### config.mk
export PLATFORM = sky130hd
export DESIGN_NAME = ctrl_sequencer
export DESIGN_NICKNAME = d
export VERILOG_FILES = /design/src/rtl/ctrl_sequencer.sv
export SDC_FILE = /design/constraint.sdc
export NUM_CORES = 1
export LEC_CHECK = 0
export ABC_AREA = 1
export CAP_MARGIN = 25
export CORE_MARGIN = 2
export CORE_UTILIZATION = 40
export CTS_CLUSTER_SIZE = 8
export DETAILED_ROUTE_END_ITERATION = 10
export GPL_TIMING_DRIVEN = 0
export HOLD_SLACK_MARGIN = 0.03
export PLACE_DENSITY = 0.81
export REMOVE_ABC_BUFFERS = 1
export SKIP_LAST_GASP = 1
export SLEW_MARGIN = 20
export SYNTH_ARGS = -nofsm -noshare
export SYNTH_HDL_FRONTEND = slang
export SYNTH_SLANG_ARGS = --single-unit
### constraint.sdc
create_clock -name clk -period 1.3 [get_ports clk]
set_input_delay 0.39 -clock clk [delete_from_list [all_inputs] [get_ports clk]]
set_output_delay 0.39 -clock clk [all_outputs]
set_load 0.02 [all_outputs]
### src/rtl/ctrl_sequencer.sv
// ctrl_sequencer
//   Fetch/decode control sequencer for the one-cycle 8-bit datapath. It
//   holds the program counter, fetches one instruction per pass from the
//   program ROM, and decodes it into register-file and ALU controls.
//   Branch, jump and halt are resolved here.
//
//   Instruction: [7:6] op, [5:4] rd, [3:2] rs1, [1:0] rs2
//     00 ADD, 01 SUB, 10 LDI, 11 control (rd = 00 NOP, 01 HALT, 10 JMP, 11 BZ)
//
//   Optional feature: define CTRL_STEP_EN to add the `step` input and a
//   WAIT state, which pauses after each executed instruction.
//
// Ports
//   clk, reset_n        clock, asynchronous active-low reset
//   step                (CTRL_STEP_EN only) release from WAIT
//   start               leave IDLE/HALT and begin fetching
//   instr_data[7:0]     ROM word at address pc (combinational)
//   alu_zero            ALU result is zero, valid in EXEC
//   pc[PC_W-1:0]        program counter
//   read_addr1/2[1:0]   register-file read addresses
//   write_addr[1:0]     register-file write address
//   write_enable        register-file write strobe (EXEC only)
//   alu_op              0 = add, 1 = subtract
//   wb_sel              0 = ALU result, 1 = imm
//   imm[7:0]            zero-extended 4-bit immediate
//   halted              high while in HALT
module ctrl_sequencer #(
    parameter int PC_W = 4
) (
    input  logic            clk,
    input  logic            reset_n,
`ifdef CTRL_STEP_EN
    input  logic            step,
`endif
    input  logic            start,
    input  logic [7:0]      instr_data,
    input  logic            alu_zero,
    output logic [PC_W-1:0] pc,
    output logic [1:0]      read_addr1,
    output logic [1:0]      read_addr2,
    output logic [1:0]      write_addr,
    output logic            write_enable,
    output logic            alu_op,
    output logic            wb_sel,
    output logic [7:0]      imm,
    output logic            halted
);

`ifdef CTRL_STEP_EN
    typedef enum logic [2:0] {S_IDLE, S_FETCH, S_EXEC, S_HALT, S_WAIT} state_t;
`else
    typedef enum logic [1:0] {S_IDLE, S_FETCH, S_EXEC, S_HALT} state_t;
`endif

    state_t          state;
    logic [7:0]      ir;
    logic            z_flag;

    logic [1:0]      op;
    logic [1:0]      sub_op;
    logic            is_alu;
    logic            is_halt;
    logic            take_target;
    logic [PC_W-1:0] target;

    assign op     = ir[7:6];
    assign sub_op = ir[5:4];
    assign is_alu = (op == 2'b00) || (op == 2'b01);
    assign is_halt = (op == 2'b11) && (sub_op == 2'b01);
    // BZ looks only at the committed flag, never the live alu_zero.
    assign take_target = (op == 2'b11) &&
                         ((sub_op == 2'b10) || ((sub_op == 2'b11) && z_flag));
    assign target = PC_W'(ir[3:0]);

    // Decode is purely a function of IR and state, so an asynchronous
    // reset clears every control output at once.
    assign read_addr1   = ir[3:2];
    assign read_addr2   = ir[1:0];
    assign write_addr   = ir[5:4];
    assign alu_op       = ir[6];
    assign wb_sel       = (op == 2'b10);
    assign imm          = {4'b0000, ir[3:0]};
    assign write_enable = (state == S_EXEC) && (op != 2'b11);

    always_ff @(posedge clk or negedge reset_n) begin
        if (!reset_n) begin
            state  <= S_IDLE;
            ir     <= 8'h00;
            pc     <= '0;
            z_flag <= 1'b0;
            halted <= 1'b0;
        end else begin
            case (state)
                S_IDLE: begin
                    if (start) state <= S_FETCH;
                end
                S_FETCH: begin
                    ir    <= instr_data;
                    state <= S_EXEC;
                end
                S_EXEC: begin
                    if (is_alu) z_flag <= alu_zero;
                    // HALT also advances pc; it is then frozen in HALT.
                    if (take_target) pc <= target;
                    else             pc <= pc + PC_W'(1);
                    if (is_halt) begin
                        state  <= S_HALT;
                        halted <= 1'b1;
                    end else begin
`ifdef CTRL_STEP_EN
                        state <= S_WAIT;
`else
                        state <= S_FETCH;
`endif
                    end
                end
                S_HALT: begin
                    if (start) begin
                        pc     <= '0;
                        z_flag <= 1'b0;
                        halted <= 1'b0;
                        state  <= S_FETCH;
                    end
                end
`ifdef CTRL_STEP_EN
                S_WAIT: begin
                    if (step) state <= S_FETCH;
                end
`endif
                default: state <= S_IDLE;
            endcase
        end
    end

endmodule

==> results of run 1 <==
-- kinds of logic (layout without fill, tap and decap cells) --
| group | count (synthesis) | count (layout) | share of synthesized area, % |
|---|---|---|---|
| AND/OR/NAND/NOR | 44 | 44 | 21.79 |
| buffers and inverters | 29 | 61 | 17.38 |
| AO/OA/AOI/OAI | 16 | 16 | 8.957 |
| flip-flops | 16 | 16 | 42.78 |
| adder cells (fa/ha/maj) | 4 | 4 | 5.348 |
| multiplexers | 2 | 2 | 2.406 |
| other | 1 | 4 | 0.4007 |
| XOR/XNOR | 1 | 1 | 0.9360 |
-- placed cells by master (no fill, tap or decap), types with 4 or more instances in the layout --
cell,instances
buf_6,5
inv_2,4
o21ai_0,5
conb_1,4
dfrtp_1,14
clkdlybuf4s50_1,11
buf_2,13
buf_4,14
o21ai_1,6
inv_1,9
nand2_1,27
nand3_1,8
-- routing by layer --
metal	wire, microns	share of wire [%]	vias up
met1	845	43	361
met4	42	2.1	0
met2	979	50	27
li1	-	-	412
met5	0	0	-
met3	106	5.4	5
-- metrics by stage --
step	cell area (sq um)	instances
6_report	1313	176
2_1_floorplan	837.1	101
3_3_place_gp	1162	158
4_1_cts	1189	170
3_5_place_dp	1162	158
5_1_grt	1313	176
-- cell usage after synthesis --
cell / count
nand2_1: 28
dfrtp_1: 16
buf_4: 14
inv_1: 11
nand3_1: 8
o21ai_0: 6
o21ai_1: 6
ha_1: 4
a21oi_1: 3
inv_2: 3
mux2_1: 2
nand2_2: 2
nor2_1: 2
nor2_4: 2
buf_2: 1
conb_1: 1
nand3_2: 1
nand4_1: 1
o21ai_2: 1
xnor2_1: 1
-- timing repair --
| action | 4_1_cts | 5_1_grt |
|---|---|---|
| setup buffers | 8 | 6 |
| resized for setup | 79 | 20 |
| pin swaps | 0 | 5 |
| endpoints found under the setup margin | 20 | 15 |
| hold buffers | 0 | 0 |
-- registers in the layout, indices dropped and copies added, names as in the netlist --
signal / count
state: 2
pc: 4
z_flag: 1
halted: 1
ir: 8
-- final cells by class --
type,count,share of cell area (%)
Clock buffer,4,2.765
Inverter,14,4.194
Multi-Input combinational cell,71,34.03
Sequential cell,16,30.70
Tap cell,28,2.669
Timing Repair Buffer,43,25.64
-- power by group through the flow --
stage               sequential [mW]  clock, mW  combinational [mW]
finish                        0.937      0.335                2.13
global route                  0.976      0.381                2.34
CTS                           0.896      0.343                1.79
detailed placement            0.956          0                1.77
global placement              0.942          0                1.73
floorplan                      1.21          0               0.787
-- worst register-to-register path: cells and delay by family, from the launching register on --
kind	cells	cell delay, ns
DFF	1	0.40
and+or+nand+nor	2	0.16
adders and majority gates	1	0.14
buffers and inverters	4	0.35
AOI/OAI and AO/OA	2	0.22
-- worst min path at each step --
stage                     cells after the start     end  slack (ns)    start
final                                         2  halted        0.49   halted
after global routing                          2  z_flag        0.53   z_flag
after CTS                                     2  z_flag        0.50   z_flag
after detailed placement                      2  z_flag        0.48   z_flag
after global placement                        2  z_flag        0.46   z_flag
after floorplan                               0  halted        0.09  reset_n
==> summary.txt, run 1 <==
Final layout
  • Final Util: about three fifths
  • Area Overhead vs Synth: 40.24%
  • N_diodes: 0
  • Multi-input logic area: 446.7 sq um
  • Reg area: about 400 sq um
  • Layout cells sized above 1: between 30% and 40%
  • Final net count: between 150 and 200
  • # fillers: about 210

Synth
  • Synth Warn #: 0
  • Syn_area_per_cell: between 8 and 9 sq um
  • Synth area leaders: dfrtp_1, buf_4, nand2_1
  • Synthesis-stage register bit count: 16
  • Synth area leader: dfrtp_1
  • Post-synthesis sequential area ratio: between 40% and 50%
  • Count of cell types in the netlist: 20
  • Mapped Area: 935.9 sq um
  • Top-area cell type share of the netlist area: 42.78%
  • Synthesized instance count: approximately 110

STA
  • Fin. Hold Viols: 0
  • Setup TNS: -0.6547 ns
  • Clock Skew: ~0.0056 ns
  • Slew Limit Fails: 0
  • RSZ-0062 raised after global routing: yes
  • Min cycle time layout: roughly 1.6 ns
  • Fmax: around 0.64 GHz
  • Min setup slack post-route: -0.2649 ns
  • Final setup fails: 8
  • Least-Margin Pin Slew: between 0.7 and 0.8 ns
  • Period utilization: 120.4%
  • Max-Slew Margin vs Limit: 51.78%
  • Worst hold slack: roughly 0.49 ns

Route
  • Iter 0 DRT Violations: 13
  • Routed vias: 805
  • WL/cell: approximately 11 microns
  • Residual DRC: 0
  • DRT Pass-1 Iters: 4
  • Avg Vias per Cell: between 4 and 5
  • Post-Route WL: 1974 microns
  • Final ANT Viol Nets: 0

GRT
  • Met2 Use GR: between 20% and 30%
  • Busiest grt layer: met2
  • First-pass GRT wire length: about 3200 microns
  • GRT overflow: 0
  • Vias in the first global route: around 780
  • GRT Util Overall: about 16%
  • Pin count of the biggest net entering global routing: 17
  • Initial antenna violation count: 0
  • Met1 Track Usage GR: about 18%
  • M3 GR Usage: under 10%

Clock network
  • TritonCTS Sinks: 16
  • Worst-Skew Late Latency: 0.29 ns
  • CTS buffer count: 3
  • CTS HTree Levels: 1
  • CTS Buffer Depth: 2
  • CTS tree: done
  • Clock transition at path regs: roughly 0.09 ns
  • Clock root cell: clkbuf_4

Critical path
  • Worst R2R Start: state[0]
  • Top Family by Delay on Critical Path: flip-flops
  • WP data required: between 0.9 and 1 ns
  • CP max stage delay: about 0.40 ns
  • Worst R2R End: halted
  • Crit. End Element: output pin
  • Worst Setup EP: write_enable
  • CP Max Fanout: 2
  • Critical-path cell list: inv_2 -> ha_4 -> inv_4 -> a21oi_4 -> buf_6
  • Critical Path AT: between 1 and 1.5 ns
  • CP bufs+invs: 3
  • Reg2Reg Depth: 9
  • Critical path type: reg2out
  • Worst reg2reg setup slack: -0.07 ns
  • Startpoint types: flop
  • Setup crit start: state[0]
  • CP max stage cell: dfrtp_1
  • Crit path depth: 5

Min path
  • Min-delay worst type: reg2reg

Place
  • Hpwl dp: between 1000 and 1500 microns
  • Placement Setup Slack: -0.5708 ns
  • IO Port Bufs: 29
  • Final GP Congestion: between 0.7 and 0.8

Floorplanning
  • Core area: 2212 sq um
  • Io pins: 34
  • Die Footprint: 2743 sq um
  • Num rows: 17
  • Vert. Die Dim: around 52 microns
  • Initial Util: 42.31%
  • Die X: 52.37 microns

Flow run
  • Max Cap Viol: 0

Power and ir drop
  • Seq pwr share: 27.5%
  • Pwr/cell area: about 2600 nW/um^2
  • Leakage power: 0.6516 nW
  • Switching part of the total: between 40% and 50%
  • Combinational Power Share: 62.7%
  • Tot Pwr: roughly 3.4 mW
  • Internal power: 1.844 mW
  • Worst VDD drop: 1.477 mV
  • Switching pwr: 1.562 mW
  • Clock power frac: 9.8%

Run status
  • Status: finished, violations left
  • Failing checks: setup timing
Power figures use the tool's default switching activity.
==> inputs of run 2 (changes only) <==
--- a/config.mk
+++ b/config.mk
@@ -6,7 +6,7 @@
 export NUM_CORES = 1
 export LEC_CHECK = 0
 export ABC_AREA = 1
-export CAP_MARGIN = 25
+export CAP_MARGIN = 0
 export CORE_MARGIN = 2
 export CORE_UTILIZATION = 40
 export CTS_CLUSTER_SIZE = 8
==> results of run 2 <==
Final layout, timing and power as in run 1 (identical DEF).
==> inputs of run 3 (changes only) <==
--- a/config.mk
+++ b/config.mk
@@ -6,7 +6,6 @@
 export NUM_CORES = 1
 export LEC_CHECK = 0
 export ABC_AREA = 1
-export CAP_MARGIN = 0
 export CORE_MARGIN = 2
 export CORE_UTILIZATION = 40
 export CTS_CLUSTER_SIZE = 8
==> results of run 3 <==
Final layout, timing and power as in run 1 (identical DEF).
